--- src/rtl/ffs_pkg.sv ---
// Shared types and defaults for the multi-cycle find-first-set engine.
// With FFS_SCAN_MSB_EN defined, the engine can also search from the MSB.
package ffs_pkg;

  typedef enum logic [1:0] {
    S_IDLE,
    S_SCAN,
    S_DONE
  } ffs_state_t;

  localparam int unsigned FFS_WIDTH = 32;
  localparam int unsigned FFS_CHUNK = 8;

  function automatic int unsigned ffs_chunks(input int unsigned width, input int unsigned chunk);
    return width / chunk;
  endfunction

endpackage

--- src/rtl/ffs_chunk.sv ---
// Combinational bit-index encoder for a single chunk: hit flag plus local index.
// With FFS_SCAN_MSB_EN defined, the msb input selects highest-set-bit mode.
module ffs_chunk #(
  parameter int unsigned CHUNK = 8,
  localparam int unsigned LW = (CHUNK > 1) ? $clog2(CHUNK) : 1
) (
`ifdef FFS_SCAN_MSB_EN
  input  logic             msb,
`endif
  input  logic [CHUNK-1:0] din,
  output logic             hit,
  output logic [LW-1:0]    idx
);

  always_comb begin
    hit = |din;
    idx = '0;
`ifdef FFS_SCAN_MSB_EN
    if (msb) begin
      // Ascending walk: the last set bit seen is the highest.
      for (int i = 0; i < int'(CHUNK); i++) begin
        if (din[i]) idx = LW'(i);
      end
    end else begin
      for (int i = int'(CHUNK) - 1; i >= 0; i--) begin
        if (din[i]) idx = LW'(i);
      end
    end
`else
    // Descending walk: the last set bit seen is the lowest.
    for (int i = int'(CHUNK) - 1; i >= 0; i--) begin
      if (din[i]) idx = LW'(i);
    end
`endif
  end

endmodule

--- src/rtl/ffs_scan.sv ---
// Multi-cycle find-first-set: scans a latched vector CHUNK bits per cycle.
// Optional FFS_SCAN_MSB_EN adds msb_first for a top-down highest-set-bit search.
module ffs_scan
  import ffs_pkg::*;
#(
  parameter int unsigned WIDTH = FFS_WIDTH,
  parameter int unsigned CHUNK = FFS_CHUNK,
  localparam int unsigned IDXW = $clog2(WIDTH)
) (
  input  logic             clk,
  input  logic             rst,
  input  logic             in_valid,
  output logic             in_ready,
  input  logic [WIDTH-1:0] in_data,
`ifdef FFS_SCAN_MSB_EN
  input  logic             msb_first,
`endif
  output logic             out_valid,
  input  logic             out_ready,
  output logic [IDXW-1:0]  out_idx,
  output logic             out_zero
);

  localparam int unsigned NCH = ffs_chunks(WIDTH, CHUNK);
  localparam int unsigned KW  = (NCH > 1) ? $clog2(NCH) : 1;
  localparam int unsigned LW  = (CHUNK > 1) ? $clog2(CHUNK) : 1;

  ffs_state_t       state;
  logic [WIDTH-1:0] data;
  logic [KW-1:0]    k;
  logic [KW-1:0]    pos;
  logic [CHUNK-1:0] cur;
  logic             hit;
  logic [LW-1:0]    loc;
  logic [IDXW-1:0]  hit_idx;
  logic             last;

`ifdef FFS_SCAN_MSB_EN
  logic msb_q;
  assign pos = msb_q ? (KW'(NCH - 1) - k) : k;
`else
  assign pos = k;
`endif

  assign in_ready = (state == S_IDLE);
  assign cur      = data[int'(pos) * int'(CHUNK) +: CHUNK];
  assign last     = (k == KW'(NCH - 1));
  assign hit_idx  = IDXW'(int'(pos) * int'(CHUNK) + int'(loc));

  ffs_chunk #(
    .CHUNK(CHUNK)
  ) u_chunk (
`ifdef FFS_SCAN_MSB_EN
    .msb (msb_q),
`endif
    .din (cur),
    .hit (hit),
    .idx (loc)
  );

  // Control FSM with registered result outputs.
  always_ff @(posedge clk or posedge rst) begin
    if (rst) begin
      state     <= S_IDLE;
      out_valid <= 1'b0;
      out_idx   <= '0;
      out_zero  <= 1'b0;
      k         <= '0;
      data      <= '0;
`ifdef FFS_SCAN_MSB_EN
      msb_q     <= 1'b0;
`endif
    end else begin
      case (state)
        S_IDLE: begin
          if (in_valid) begin
            data  <= in_data;
            k     <= '0;
`ifdef FFS_SCAN_MSB_EN
            msb_q <= msb_first;
`endif
            state <= S_SCAN;
          end
        end
        S_SCAN: begin
          if (hit) begin
            out_idx   <= hit_idx;
            out_zero  <= 1'b0;
            out_valid <= 1'b1;
            state     <= S_DONE;
          end else if (last) begin
            out_idx   <= '0;
            out_zero  <= 1'b1;
            out_valid <= 1'b1;
            state     <= S_DONE;
          end else begin
            k <= k + KW'(1);
          end
        end
        S_DONE: begin
          if (out_ready) begin
            out_valid <= 1'b0;
            state     <= S_IDLE;
          end
        end
        default: state <= S_IDLE;
      endcase
    end
  end

endmodule

--- config.mk ---
export PLATFORM = sky130hd
export DESIGN_NAME = ffs_scan
export DESIGN_NICKNAME = d
export VERILOG_FILES = /design/src/rtl/ffs_pkg.sv /design/src/rtl/ffs_chunk.sv /design/src/rtl/ffs_scan.sv
export SDC_FILE = /design/constraint.sdc
export NUM_CORES = 1
export LEC_CHECK = 0
export ABC_AREA = 0
export CORE_MARGIN = 2
export CORE_UTILIZATION = 54
export DETAILED_ROUTE_END_ITERATION = 6
export HOLD_SLACK_MARGIN = 0.15
export MAX_ROUTING_LAYER = met4
export PLACE_DENSITY = 0.94
export SLEW_MARGIN = 0
export SYNTH_ARGS = -nofsm -noshare
export SYNTH_HDL_FRONTEND = slang
export SYNTH_HIERARCHICAL = 1
export SYNTH_SLANG_ARGS = --single-unit
export TNS_END_PERCENT = 100
--- constraint.sdc ---
create_clock -name clk -period 6.32 [get_ports clk]
set_clock_uncertainty 0.05 [all_clocks]
set_input_delay 0.948 -clock clk [delete_from_list [all_inputs] [get_ports clk]]
set_output_delay 0.948 -clock clk [all_outputs]
set_load 0.03 [all_outputs]
-- Word-level counts from Yosys, hierarchy flattened
Cells that the tools add are included.
- output and inout port bits: 8
- register bits: 43
- input bits: 36
- equality and inequality tests: 8
- muxes and demuxes: 24
- shift-type cells: 1
- reductions and logical operators: 10
- add/subtract/negate cells: 2
- operators by type and width (operator ; number):
    variable part select 32 x 6 -> 8 bit ; 1
    two-way mux 3 bit ; 8
    two-way mux 2 bit ; 7
    two-way mux 5 bit ; 2
    inequality test 2 bit, second input constant ; 4
    OR reduction 8 bit ; 1
    one-hot mux 2 bit (3 select lines) ; 1
    AND reduction 3 bit ; 2
    nonzero test 2 bit ; 3
    adder 5 x 3 -> 5 bit ; 1
    == test 2 bit, second input constant ; 2
    two-way mux 1 bit ; 4
    one-hot mux 2 bit (2 select lines) ; 1
    AND reduction 2 bit ; 2
    AND reduction 4 bit ; 1
    inequality test 3 bit, second input constant ; 1
    adder 2 x 1 -> 2 bit, second input constant ; 1
    == test 2 x 1 -> 1 bit, second input constant ; 1
    logical NOT 2 bit ; 1
    one-hot mux 1 bit (2 select lines) ; 1

-- Depth between registers and ports, before layout
Gate-level depths: netlist (run 1).
- depth after elaboration: 11
- mapped depth: 7
- mapped depth without buffers: 6

-- By module
Netlist (run 1), hierarchy kept.
- modules (own cells, without submodules) (module ; instances ; area an instance (um2) ; cells an instance):
    ffs_scan ; 1 ; 1984.4 ; 120
    ffs_chunk ; 1 ; 81.3 ; 13

-- Worst setup path after synthesis (run 1)
No wires, ideal clock.
- path type: register to register
- from: register k[0]
- to: register k[0]
- setup slack: 3.914 ns
- stages on the path, launching flop included: 8
- required time: 6.204 ns
- path buffers: 1
- period minus slack after synthesis: 2.406 ns
- data arrival time: 2.290 ns
- cell sequence: dfrtp_1 buf_2 mux4_2 nor4_2 nand3_1 or3_1 o21ai_0 a22o_1
- word-level cells in the longest chain between the ends: 4
- elaborated cells on any way between the ends: 10
- ends and longest elaborated chain (element ; line ; RTL):
    start, declared ; ffs_scan.sv:30 ; logic [KW-1:0] k;
    start signal, assigned ; ffs_scan.sv:97 ; k <= k + KW'(1);
    variable part select 32 x 6 -> 8 bit ; ffs_scan.sv:46 ; assign cur = data[int'(pos) * int'(CHUNK) +: CHUNK];
    via cur[4] ; ffs_scan.sv:32 ; logic [CHUNK-1:0] cur;
    OR reduction 8 bit ; ffs_chunk.sv:16 ; hit = |din;
    via hit ; ffs_scan.sv:33 ; logic hit;
    inequality test 2 bit (no line) ; -- ;
    AND reduction 4 bit (no line) ; -- ;
The timed path passes the listed nets, and every way through them passes these cells. The select of a mux whose other input is x is not followed.
A chain may end at the register's enable or synchronous reset.

-- Worst setup path after layout (run 1)
- from: register k[0]
- to: register state[1]
- word-level cells in the longest chain between the ends: 4
- elaborated cells on any way between the ends: 7
- ends and longest elaborated chain (element ; line ; RTL):
    variable part select 32 x 6 -> 8 bit (*) ; ffs_scan.sv:46 ;
    via cur[4] ; ffs_scan.sv:32 ;
    OR reduction 8 bit (*) ; ffs_chunk.sv:16 ;
    via hit ; ffs_scan.sv:33 ;
    inequality test 3 bit (no line) or two-way mux 2 bit (tied branches) ; -- ;
    AND reduction 3 bit (no line) or one-hot mux 2 bit (3 select lines) (tied branches) ; -- ;
    end signal, assigned ; ffs_scan.sv:64 ; state <= S_IDLE;
    end signal, assigned ; ffs_scan.sv:82 ; state <= S_SCAN;
    end signal, assigned ; ffs_scan.sv:90 ; state <= S_DONE;
    end, declared ; ffs_scan.sv:28 ; ffs_state_t state;
Mark *: on every way through the listed nets, which the timed path passes. The rest lies on a longest branch.

==> results.md, run 1 <==
* Post-Syn Instances at 133
* Initial DRC Count at 78
* Final ANT Viol Nets at 0
* Share of cells above drive strength 1 at 0.2865
* Cts repair resizes at 0
* Design Area, Final at 2589 um2
* Synth area leader: dfrtp_1
* CP cell instances: mux4_2 > nor4_2 > nand3_1 > o21ai_0 > o21ai_0
* CP max stage cell: dfrtp_1
* CTS tree: built
* Pwr dens at 431.5 nW/um2
* Outcome: finished clean
* Number of buffers added on ports at 43
* Setup CP Type: flop to flop
* Final layout net count at 214
* Max_cap viols at 0
* Core area at 3661 um2
* Post-CTS setup buffer count at 0
* Synth Area in Adders at 0.006057
* Peak Freq at 0.3500 GHz
* First-pass GRT wire length at 6831 um
* Main combinational cell family by area after synthesis: multiplexers
* Total length of routed wires at 4027 um
* Hold WC Path Type: flop to flop
* Seq/Total Area, Yosys at 0.5209
* Slew Limit Fails at 0
* TritonRoute pass-1 iters at 4
* Post-synth EDFFs at 0
* Mapped Nets at 170
* Main area contributors after synthesis: dfrtp_1 52%, mux2_4 21%, mux4_2 8.7%
* Via count at 1254
* Post-synth top cells: 43 x dfrtp_1, 29 x mux2_4, 8 x a22o_1, 8 x mux4_2, 7 x o21ai_0
* Lkg Pwr at 1.124 nW
* Synth warn at 6
* Fin worst setup slack at 3.463 ns
* WP data arrival at 2.95 ns
* Initial antenna violation count at 0
* Pre-CTS setup slack at 3.454 ns
* Slew headroom at 0.5979
* Library cells used by synthesis at 26
* Clk buf depth at 2
* Starting Density at 0.5643
* Tcrit/Tclk final at 0.4521
* Worst path required time at 6.41 ns
* Xor/xnor share of the synthesized area at 0
* Top_reg_cell synth: dfrtp_1
* Mean Syn Cell Area at 15.53 um2
* DP Cell Count at 218
* Setup TNS at 0 ns
* DIE WIDTH at 65.85 um
* Worst Path Max Fanout at 13
* Cell depth of the worst flop-to-flop path at 5
* P&R area growth vs syn at 25.32%
* Via/cell ratio at 5.549
* H-Tree Depth at 2
* Ant diodes at 0
* Largest net degree at the start of global routing at 44
* I/O Pins at 44
* Placed standard-cell area at 2504 um2
* Most frequent cell after synthesis: dfrtp_1
* Worst-path clk slew at 0.08 ns
* Placer Congestion at 0.7617
* CTS sink cnt at 43
* Hold depth at 1
* Mux share of post-synthesis cell area at 0.3144
* Rows at 22
* Post-synth ARST share at 1.000
* Setup crit start kind: flop
* Post-Synth Simple-Gate Area at 0.04603
* Clock root buffer: clkbuf_8
* Worst VDD drop at 0.2124 mV
* Synthesized flop and latch total at 43
* CP endpoint kind: flop
* Worst slew pin tran at 0.5968 ns
* Clk_lat worst skew at 0.30 ns
* R2r setup slk at 3.46 ns
* GRT overflow at 0
* RSZ-0062 raised after global routing: false
* Full die area at 4336 um2
* Final hold vios at 0
* Final Non-Filler Cells at 226
* Final Core Density at 0.7071
* WL per Instance at 17.82 um
* Synth top area share at 0.5209
* Chip Height at 65.85 um
* Synthesized area at 2066 um2
* Most Frequent Cell on Critical Path: o21ai_0
* GRT Total Usage at 0.2251
* Final setup violation count at 0
* Final Critical Period at 2.857 ns
* Post-CTS Hold Fix Bufs at 0
* Crit-path max cell delay at 0.72 ns
* Drt drc at 0
* Number of global-route vias before repair at 1377
* Total CTS buffers at 5
* HPWL Detailed at 2989 um
* Area fraction in compound gates after synthesis at 0.07813
## metrics by stage
step / power (W) / hold WS (ns)
2_1_floorplan: 0.0008318 / 0.4257
3_3_place_gp: 0.0009179 / 0.4396
3_5_place_dp: 0.0009507 / 0.4399
4_1_cts: 0.001123 / 0.4622
5_1_grt: 0.001179 / 0.4798
6_report: 0.001117 / 0.4588
## cells in the final DEF (no fill, tap or decap), types with 2 or more instances in the layout
cell type	netlist	layout
a22o_1	8	8
o21bai_1	3	3
dfrtp_1	43	43
clkdlybuf4s50_1	0	43
clkbuf_8	0	5
mux2_4	29	29
mux4_2	8	8
inv_1	3	3
nor2_1	5	5
mux2_2	3	3
a21oi_1	2	2
o21ai_0	7	7
nor2b_1	2	2
## worst paths after layout
check / startpoint / end
max: k[0]$_DFFE_PP0P_ / state[1]$_DFFE_PP0P_
min: out_idx[2]$_DFFE_PP0P_ / out_idx[2]$_DFFE_PP0P_
max reg2reg: k[0]$_DFFE_PP0P_ / state[1]$_DFFE_PP0P_
min reg2reg: out_idx[2]$_DFFE_PP0P_ / out_idx[2]$_DFFE_PP0P_
max in group asynchronous: rst / out_valid$_DFFE_PP0P_
min in group asynchronous: rst / data[14]$_DFFE_PP0P_
## area by class of cell
class | instances | area, um2
Fill cell | 257 | 1072
Sequential cell | 43 | 1076
Multi-Input combinational cell | 80 | 918.4
Tap cell | 48 | 60.06
Clock buffer | 6 | 72.57
Timing Repair Buffer | 44 | 437.9
Inverter | 3 | 11.26
Clock inverter | 2 | 12.51
## per-layer routing
layer  wire length (um)  vias to the layer above  global-route usage  share of wire
met4                 73                        0             0.07031          0.018
met5                  0                        -                   -              0
met1               1676                      634              0.2727           0.42
met2               2104                       36              0.3624           0.52
li1                   -                      577                   -              -
met3                173                        7             0.07155          0.043
## where the power goes
group | leakage [nW] | internal (W) | switching, W
sequential | 0.519 | 0.000399 | 0.0000869
clock | 0.0412 | 0.0000772 | 0.0000940
combinational | 0.564 | 0.000283 | 0.000178
## cell families (layout without fill, tap and decap cells)
| group | count (synthesis) | in the layout |
|---|---|---|
| AO/OA/AOI/OAI | 23 | 23 |
| AND/OR/NAND/NOR | 16 | 16 |
| adder cells (fa/ha/maj) | 1 | 1 |
| buffers and inverters | 10 | 55 |
| multiplexers | 40 | 40 |
| flip-flops | 43 | 43 |
## state kept, by name, indices dropped and copies added (netlist names)
| register | cells |
|---|---|
| out_idx | 5 |
| k | 2 |
| state | 2 |
| out_valid | 1 |
| out_zero | 1 |
| data | 32 |
## critical path, delay by kind of cell (launching register included)
kind            cells  cell delay (ns)
mux                 1             0.63
compound gates      2             0.74
flops               1             0.72
simple gates        2             0.54
No activity file was read; power rests on OpenSTA's default activity.
==> inputs of run 2 (changes only) <==
--- a/config.mk
+++ b/config.mk
@@ -7,11 +7,11 @@
 export LEC_CHECK = 0
 export ABC_AREA = 0
 export CORE_MARGIN = 2
-export CORE_UTILIZATION = 54
+export CORE_UTILIZATION = 45
 export DETAILED_ROUTE_END_ITERATION = 6
 export HOLD_SLACK_MARGIN = 0.15
 export MAX_ROUTING_LAYER = met4
-export PLACE_DENSITY = 0.94
+export PLACE_DENSITY = 0.85
 export SLEW_MARGIN = 0
 export SYNTH_ARGS = -nofsm -noshare
 export SYNTH_HDL_FRONTEND = slang
==> constraint.sdc (replaced) <==
create_clock -name clk -period 2.4 [get_ports clk]
set_clock_uncertainty 0.05 [all_clocks]
set_input_delay 0.36 -clock clk [delete_from_list [all_inputs] [get_ports clk]]
set_output_delay 0.36 -clock clk [all_outputs]
set_load 0.03 [all_outputs]
==> results.md, run 2 (synthesized netlist as in run 1, its figures left out) <==
* Total length of routed wires at 4479 um (+11%)
* Final layout net count at 223 (+4.2%)
* Setup crit start kind: flop
* HPWL Detailed at 3141 um (+5.1%)
* Final setup violation count at 0 (unchanged)
* Hold slack final at 0.4387 ns (-0.02008 ns)
* Setup CP Type: flop to flop
* Critical path launch point: k[1]$_DFFE_PP0P_
* Pwr dens at 1149 nW/um2 (+170%)
* H-Tree Depth at 2 (unchanged)
* Reg-to-Reg Start: k[1]$_DFFE_PP0P_
* Most common cell after layout, fill and taps aside: clkdlybuf4s50_1
* Register Area at 1077 um2 (+0.12%)
* CP endpoint kind: flop
* First-pass GRT wire length at 7541 um (+10%)
* Rows at 24 (+9.1%)
* Hold WC Path Type: primary input to async pin
* Worst path required time at 2.58 ns (-3.83 ns)
* Worst VDD drop at 0.6128 mV (+190%)
* Worst Path Max Fanout at 7 (-6)
* Largest register FFs at 32 (unchanged)
* Setup TNS at 0 ns (unchanged)
* Chip Height at 71.76 um (+9.0%)
* CP max stage cell: mux4_2
* Largest net degree at the start of global routing at 44 (unchanged)
* Tot Pwr at 0.003132 W (+180%)
* CTS sink cnt at 43 (unchanged)
* Clk_lat worst skew at 0.29 ns (about the same)
* Tcrit/Tclk final at 0.9687 (+0.5166)
* P&R area growth vs syn at 31.92%
* Slew headroom at 0.6440 (+0.04610)
* Final Core Density at 0.6216 (-0.08553)
* CP cell instances: mux4_2 > nor4_4 > nand3_2 > or3_4 > o21ai_1 > a22o_1
* Placed standard-cell area at 2574 um2 (+2.8%)
* Outcome: finished clean
* Top reg by flops: data
* Clk buf depth at 2 (unchanged)
* Placer Congestion at 0.7568 (-0.64%)
* Clock power share at 0.174 (+0.021)
* Via/cell ratio at 5.681 (+2.4%)
* WL per Instance at 18.82 um (+5.6%)
* P_int at 0.002138 W (+180%)
* Max_cap viols at 0 (unchanged)
* Final hold vios at 0 (unchanged)
* Full die area at 5149 um2 (+19%)
* Net Sw Frac at 0.3175 (-0.003527)
* Crit-path max cell delay at 0.58 ns (-0.14 ns)
* CTS tree: built
* CP Buf/Inv Count at 0 (unchanged)
* Sw Pwr at 0.0009944 W (+180%)
* I/O Pins at 44 (unchanged)
* CP delay by family, top: simple AND/OR/NAND/NOR gates
* Number of global-route vias before repair at 1461 (+6.1%)
* Share of cells above drive strength 1 at 0.3441 (+0.05757)
* RR Endpoint: k[1]$_DFFE_PP0P_
* GRT overflow at 0 (unchanged)
* Peak Freq at 0.4301 GHz (+23%)
* Clock root buffer: clkbuf_8
* Footprint of the multi-input gates at 947.2 um2 (+3.1%)
* Number of buffers added on ports at 43 (unchanged)
* Largest registers: data x32, out_idx x5
* Via count at 1352 (+7.8%)
* Number of fill cells at 317 (+23%)
* WP data arrival at 2.50 ns (-0.45 ns)
* Cell depth of the worst flop-to-flop path at 6 (+1)
* Starting Density at 0.4712 (-0.09308)
* GRT Total Usage at 0.2014 (-0.02374)
* Worst-path clk slew at 0.08 ns (about the same)
* Core area at 4384 um2 (+20%)
* Initial antenna violation count at 0 (unchanged)
* Lkg Pwr at 1.189 nW (+5.7%)
* Final Critical Period at 2.325 ns (-0.5322 ns)
* RSZ-0062 raised after global routing: true
* Initial DRC Count at 57 (-27%)
* Worst slew pin tran at 0.5339 ns (-0.06285 ns)
* Sequential Power Share at 0.407 (-0.028)
* Design Area, Final at 2725 um2 (+5.3%)
* Drt drc at 0 (unchanged)
* R2r setup slk at 0.08 ns (-3.39 ns)
* Slew Limit Fails at 0 (unchanged)
* Most frequent cells in the layout: 43 x clkdlybuf4s50_1, 42 x dfrtp_1, 29 x mux2_4
* DIE WIDTH at 71.76 um (+9.0%)
* Comb power frac at 0.418 (+0.006)
* Total CTS buffers at 5 (unchanged)
* Ant diodes at 0 (unchanged)
* Final ANT Viol Nets at 0 (unchanged)
* TritonRoute pass-1 iters at 4 (unchanged)
## run 2: changes by cell type in the layout (fill, tap and decap cells not counted), sizes merged
cell / delta
clkinv: -1
buf: +9
bufinv: +1
clkinvlp: -1
## run 2: worst min-delay path: cells and delay by family
kind     cells  cell delay (ns)
buf+inv      3             0.88
## run 2: area by class of cell
| type | instances | share of cell area |
|---|---|---|
| inverter | 3 | 0.004132 |
| multi-input combinational | 80 | 0.3476 |
| clock inverter | 1 | 0.01102 |
| tap | 52 | 0.02388 |
| clock buffer | 6 | 0.02663 |
| sequential | 43 | 0.3953 |
| timing repair buffer | 53 | 0.1915 |
## run 2: power groups by stage
stage | sequential [W] | clock [W] | combinational (W)
final | 0.00128 | 0.000546 | 0.00131
after global routing | 0.00132 | 0.000579 | 0.00139
after CTS | 0.00128 | 0.000549 | 0.00126
after detailed placement | 0.00128 | 0 | 0.00125
after global placement | 0.00127 | 0 | 0.00120
after floorplan | 0.00125 | 0 | 0.000936
## run 2: worst max-delay path by stage
stage / cells past startpoint / end / slack [ns]
6_report: 6 / k[1]$_DFFE_PP0P_ / 0.08
5_1_grt: 6 / k[1]$_DFFE_PP0P_ / -0.02
4_1_cts: 6 / k[0]$_DFFE_PP0P_ / 0.06
3_5_place_dp: 6 / k[0]$_DFFE_PP0P_ / -0.12
3_3_place_gp: 6 / k[0]$_DFFE_PP0P_ / 0.02
2_1_floorplan: 7 / k[0]$_DFFE_PP0P_ / 0.05
## run 2: stage by stage
step / setup slack [ns] / instances
detailed placement: -0.1238 / 229
global route: -0.02024 / 238
floorplan: 0.04837 / 133
finish: 0.07510 / 238
global placement: 0.01734 / 229
CTS: 0.05523 / 238
## run 2: repair_timing
action,in CTS,in global routing
resized for setup,1,12
endpoints found under the setup margin,4,8
setup buffers,2,0
hold buffers,0,0
pin swaps,1,4
## run 2: metal layers
layer / up-vias / GRT usage / part of all wire
met2: 41 / 0.3395 / 0.55
met1: 703 / 0.2360 / 0.40
met3: 11 / 0.04923 / 0.038
li1: 597 / - / -
met5: - / - / 0
met4: 0 / 0.06918 / 0.015
